===== src/rtl/restador_pkg.sv =====
// rtl/restador_pkg.sv - shared state encoding and sizing helpers for restador_serie
package restador_pkg;

    typedef enum logic [1:0] {
        IDLE  = 2'b00,
        SHIFT = 2'b01,
        DONE  = 2'b10
    } state_t;

    localparam int DEFAULT_WIDTH = 8;

    // Bit-index counter width; a 1-bit floor keeps WIDTH=2 legal.
    function automatic int cnt_width(input int w);
        return (w <= 2) ? 1 : $clog2(w);
    endfunction

endpackage


===== src/rtl/restador_completo.sv =====
// rtl/restador_completo.sv - 1-bit full subtractor cell built from tagged gate primitives
module xor2_p #(
    parameter int PwrC = 0
) (
    input  logic a,
    input  logic b,
    output logic y
);
    if (PwrC < 0) begin : g_tag
    end
    assign y = a ^ b;
endmodule

module and2_p #(
    parameter int PwrC = 0
) (
    input  logic a,
    input  logic b,
    output logic y
);
    if (PwrC < 0) begin : g_tag
    end
    assign y = a & b;
endmodule

module or3_p #(
    parameter int PwrC = 0
) (
    input  logic a,
    input  logic b,
    input  logic c,
    output logic y
);
    if (PwrC < 0) begin : g_tag
    end
    assign y = a | b | c;
endmodule

module restador_completo #(
    parameter int PwrC = 0
) (
    input  logic a,
    input  logic b,
    input  logic bi,
    output logic d,
    output logic bo
);
    logic x_ab;
    logic t_nab, t_nabi, t_bbi;

    xor2_p #(.PwrC(PwrC)) u_x0 (.a(a),    .b(b),  .y(x_ab));
    xor2_p #(.PwrC(PwrC)) u_x1 (.a(x_ab), .b(bi), .y(d));

    // Borrow as sum of products: ~a&b | ~a&bi | b&bi
    and2_p #(.PwrC(PwrC)) u_a0 (.a(~a), .b(b),  .y(t_nab));
    and2_p #(.PwrC(PwrC)) u_a1 (.a(~a), .b(bi), .y(t_nabi));
    and2_p #(.PwrC(PwrC)) u_a2 (.a(b),  .b(bi), .y(t_bbi));
    or3_p  #(.PwrC(PwrC)) u_o0 (.a(t_nab), .b(t_nabi), .c(t_bbi), .y(bo));
endmodule


===== src/rtl/restador_serie.sv =====
// rtl/restador_serie.sv - bit-serial ripple-borrow subtractor; RESTADOR_SERIE_OVF_EN adds ovf
module restador_serie
    import restador_pkg::*;
#(
    parameter int WIDTH = DEFAULT_WIDTH,
    parameter int PwrC  = 0
) (
    input  logic             clk,
    input  logic             reset_L,
    input  logic             start,
    input  logic [WIDTH-1:0] a,
    input  logic [WIDTH-1:0] b,
    input  logic             bi,
    output logic             busy,
    output logic             done,
    output logic [WIDTH-1:0] d,
    output logic             bo
`ifdef RESTADOR_SERIE_OVF_EN
    ,
    output logic             ovf
`endif
);
    localparam int CW = cnt_width(WIDTH);

    state_t           state_q;
    logic [WIDTH-1:0] a_q, b_q, d_q;
    logic [CW-1:0]    count_q;
    logic             br_q, busy_q, done_q, bo_q;
    logic             dbit_d, br_d;

    // Single cell always looks at bit 0; operands shift right under it.
    restador_completo #(.PwrC(PwrC)) u_cell (
        .a  (a_q[0]),
        .b  (b_q[0]),
        .bi (br_q),
        .d  (dbit_d),
        .bo (br_d)
    );

`ifdef RESTADOR_SERIE_OVF_EN
    logic ovf_q;
    assign ovf = ovf_q;
`endif

    always_ff @(posedge clk or negedge reset_L) begin
        if (!reset_L) begin
            state_q <= IDLE;
            a_q     <= '0;
            b_q     <= '0;
            d_q     <= '0;
            count_q <= '0;
            br_q    <= 1'b0;
            busy_q  <= 1'b0;
            done_q  <= 1'b0;
            bo_q    <= 1'b0;
`ifdef RESTADOR_SERIE_OVF_EN
            ovf_q   <= 1'b0;
`endif
        end else begin
            case (state_q)
                IDLE: begin
                    if (start) begin
                        a_q     <= a;
                        b_q     <= b;
                        br_q    <= bi;
                        d_q     <= '0;
                        bo_q    <= 1'b0;
                        count_q <= '0;
                        busy_q  <= 1'b1;
                        state_q <= SHIFT;
`ifdef RESTADOR_SERIE_OVF_EN
                        ovf_q   <= 1'b0;
`endif
                    end
                end
                SHIFT: begin
                    a_q     <= {1'b0, a_q[WIDTH-1:1]};
                    b_q     <= {1'b0, b_q[WIDTH-1:1]};
                    d_q     <= {dbit_d, d_q[WIDTH-1:1]};
                    br_q    <= br_d;
                    count_q <= count_q + 1'b1;
                    if (count_q == CW'(WIDTH - 1)) begin
                        busy_q  <= 1'b0;
                        done_q  <= 1'b1;
                        bo_q    <= br_d;
                        state_q <= DONE;
`ifdef RESTADOR_SERIE_OVF_EN
                        // br_q here is the borrow into the MSB
                        ovf_q   <= br_q ^ br_d;
`endif
                    end
                end
                DONE: begin
                    done_q  <= 1'b0;
                    state_q <= IDLE;
                end
                default: begin
                    busy_q  <= 1'b0;
                    done_q  <= 1'b0;
                    state_q <= IDLE;
                end
            endcase
        end
    end

    assign busy = busy_q;
    assign done = done_q;
    assign d    = d_q;
    assign bo   = bo_q;

endmodule

===== config.mk =====
export PLATFORM = sky130hd
export DESIGN_NAME = restador_serie
export DESIGN_NICKNAME = d
export VERILOG_FILES = /design/src/rtl/restador_pkg.sv /design/src/rtl/restador_completo.sv /design/src/rtl/restador_serie.sv
export SDC_FILE = /design/constraint.sdc
export NUM_CORES = 1
export LEC_CHECK = 0
export ABC_AREA = 1
export CORE_UTILIZATION = 53
export CTS_BUF_LIST = sky130_fd_sc_hd__clkbuf_8
export DETAILED_ROUTE_END_ITERATION = 12
export PLACE_DENSITY = 0.81
export SLEW_MARGIN = 20
export SYNTH_ARGS = -nofsm -noshare
export SYNTH_HDL_FRONTEND = slang
export SYNTH_SLANG_ARGS = --single-unit

===== constraint.sdc =====
create_clock -name clk -period 1.55 [get_ports clk]
set_input_delay 0.31 -clock clk [delete_from_list [all_inputs] [get_ports clk]]
set_output_delay 0.31 -clock clk [all_outputs]
set_load 0.005 [all_outputs]

==> impl_summary.md <==
Status
The flow ran to the end, and the final reports show no timing, DRC or antenna violations.

Routing
The number of detailed-route iterations in the first pass is 4. The number of vias per cell after detailed routing is 5.43. After detailed routing, the number of remaining DRC violations is 0. The detail route stage leaves a number of antenna-violating nets equal to 0. The total vias in the final route is about 1500. The detailed-route wire length is about 3.7 mm. The routed wirelength normalized by instance count is 13.6 µm.

For this block, the initial DRC count from the detailed router was 70.

Global routing
The total global routing track utilization is 26.0%. The maximum number of pins on one net before global-route repair is 34. The first global-routing pass estimated 6.33 mm of wire. The initial antenna violation count came to 0. After global routing the overflow that remains totals 0. The via count of the first global-routing pass is 1462.

Critical path
The worst-case register-to-register setup slack is 0.27 ns. Of all nets on the critical path, the largest fanout is 3. The number of buffers and inverters on the critical path is 1. The critical path goes through clkdlybuf4s50_1. The critical path arrival is between 1 and 1.5 ns.

In this design, the stage delay of the slowest critical-path cell is about 0.52 ns. The nature of the critical path endpoint is a primary output. For the worst setup path, the data required time is around 1.2 ns. The critical path's top delay family is buffers and inverters. The critical path is of the flop to primary output type. The library cell contributing the largest single delay on the critical path is clkdlybuf4s50_1. The worst setup path is launched from a flop.

Synth
The number of nets in the synthesized netlist is around 230. The largest area contributor in the netlist is dfrtp_1. Yosys printed 0 warnings. After synthesis the netlist holds a flip-flop and latch count of 33. Ranked by total cell area, the synthesized netlist is headed by dfrtp_1 (51%), nand3_1 (18%), nand2_1 (12%). The top cell type by area accounts for around half of the synthesized area. The synthesized netlist contains 15 unique library cells. The average footprint of a synthesized cell is between 7 and 8 µm². In this run the cell area of the synthesized design comes to roughly 0.0016 mm².

The count of mapped cells out of synthesis is approximately 200. Sequential cells were found to cover between 50% and 60% of the synthesized design area.

Floorplanning
The initial utilization of the core area, before any placement, comes to 57.5%. For this design the top-level I/O count stands at 31. After floorplanning, the core was divided into 19 placement rows. The floorplan step defined a die boundary enclosing 0.00330 mm².

The placeable core region is about 0.0028 mm². The die is ~57 µm wide. The vertical extent of the die is between 50 and 60 µm.

Power and ir drop
Per report_power, the clock group accounts for approximately 17% of the total. The relative contribution of combinational cells to total power is approximately 45%. In this run the power spent charging and discharging nets is 1520 µW.

Of the total power, the share spent switching nets is roughly two fifths. The maximum resistive drop on vdd is approximately 1.2 mV. The areal power density over the cells is 1890 mW/mm². The standby leakage power is roughly 0.0011 µW. In this run, flip-flops and latches consume 38.6% of the power. The internal power of the cells is between 2000 and 2500 µW.

Layout
In the final layout, the share of cells above drive strength 1 is under 10%. The repair_antennas step left the layout with diodes totalling 0. The end-of-flow core utilization is roughly 74%. Counting the fill cells in the layout gives ~220. The post-synthesis to final-layout area growth is 28.0%. The net total in the final layout is approximately 260.

Once layout is done, the placed cells without fillers occupy 0.00208 mm².

STA
The hold violation count in the final report was 0. The total setup violations reported at the end of the flow is 0. The number of slew-limit violations in the final report came to 0. The transition time at the pin with the least slew margin is ~0.29 ns.

The worst path uses 96.6% of the clock period. The worst clock skew is ~0.0034 ns. Setup repair after global routing left no endpoint under its margin. On the final layout, the worst hold slack is between 0.3 and 0.4 ns.

The highest clock frequency the design can meet is about 0.67 GHz. Headroom to the max-slew limit came out at about four fifths. Subtracting the final worst setup slack from the clock period gives about 1.5 ns.

The post-route setup TNS is 0 ns.

Clock network
The worst-skew pair later-pin latency is ~0.29 ns. Buffers inserted to repair hold after CTS numbered 0. The CTS root buffer is clkbuf_8. The number of clock buffers added by TritonCTS is 5. In this run the number of H-tree levels came out at 2.

The sink count of the clock tree is 33. The TritonCTS clock tree is yes. The post-CTS setup-driven buffer insertion count is 0. The clock-pin slew on the worst setup and hold paths is about 0.06 ns.

Once the clock tree was built, the resizer swapped 0 gates to a different size. The clock passes through at most 2 buffers.

Placement
The detailed-placement wirelength estimate is between 2 and 3 mm. After detailed placement, the total cell area comes to approximately 0.002 mm². The count of buffers inserted at the top-level ports is 30. The final RePlAce weighted congestion is between 0.8 and 0.9.

Hold path
The worst hold-check path type is input port to asynchronous set/reset pin.

Flow run
Across the run, the number of max-cap violations was 0.
cell usage after synthesis:
cell type  number
nor2_1          5
buf_4           3
nand2_4         1
nand2_2         2
inv_2           1
nand4_1         1
nand3_1        57
fa_1            1
ha_1            2
o21ai_0         5
nand2_1        53
inv_1          33
dfrtp_1        33
buf_2           8
a21oi_2         1
registers in the layout (all words and copies together) (netlist names):
| signal | cells |
|---|---|
| busy | 1 |
| a_q | 8 |
| count_q | 3 |
| done | 1 |
| bo | 1 |
| d | 8 |
| state_q | 2 |
| b_q | 8 |
| br_q | 1 |
final timing paths:
kind,startpoint,end,cells after the start
setup / recovery,d[3]$_DFFE_PN0P_,d[3],1
hold / removal,reset_L,count_q[1]$_DFFE_PN0P_,2
setup reg to reg,state_q[1]$_DFFE_PN0P_,b_q[1]$_DFFE_PN0P_,5
hold reg to reg,done$_DFFE_PN0P_,done$_DFFE_PN0P_,2
max in group asynchronous,reset_L,a_q[2]$_DFFE_PN0P_,2
min in group clk,done$_DFFE_PN0P_,done$_DFFE_PN0P_,2
metal layers:
| layer | global-route usage, % | vias to the layer above | wire, µm |
|---|---|---|---|
| li1 | - | 710 | - |
| met1 | 30.3 | 717 | 1490 |
| met2 | 43.9 | 44 | 1950 |
| met3 | 7.48 | 6 | 188 |
| met4 | 12.9 | 0 | 56 |
| met5 | 0 | - | 0 |
final cells by class:
class                      instances  area, µm²  share of cell area, %
multi-input combinational        128        612                   29.4
tap                               31       38.8                   1.86
inverter                          34        128                   6.13
clock inverter                     1       3.75                  0.180
sequential                        33        826                   39.6
timing repair buffer              39        393                   18.9
clock buffer                       6       82.6                   3.96
per-stage QoR:
step	cells	setup WS [ns]	power, µW
finish	272	0.0524	3930
global route	272	0.0155	4250
CTS	272	0.0359	3960
detailed placement	265	0.0418	3280
global placement	265	0.0860	3180
floorplan	206	0.467	2610
power groups by stage:
stage	registers [µW]	logic [µW]	clock network [µW]
after CTS	1510	1780	667
after detailed placement	1520	1760	0
after floorplan	1450	1160	0
after global routing	1550	2010	689
final	1520	1760	648
after global placement	1500	1670	0
placed cells by master, fill, tap and decap left out, types with 2 or more instances in the layout:
| cell | synthesis | routed |
|---|---|---|
| inv_1 | 33 | 34 |
| nand2_2 | 2 | 2 |
| o21ai_0 | 5 | 5 |
| nor2_1 | 5 | 5 |
| ha_1 | 2 | 2 |
| buf_12 | 0 | 2 |
| buf_4 | 3 | 7 |
| clkbuf_8 | 0 | 6 |
| dfrtp_1 | 33 | 33 |
| clkdlybuf4s50_1 | 0 | 30 |
| nand3_1 | 57 | 57 |
| nand2_1 | 53 | 53 |
kinds of logic after synthesis:
group	count (synthesis)	synth area share, %
buffers and inverters	45	11.7
AND/OR/NAND/NOR	119	32.7
flip-flops	33	50.7
adder cells (fa/ha/maj)	3	2.77
AO/OA/AOI/OAI	6	2.08
Note: power is estimated with default switching activity, not from simulation.
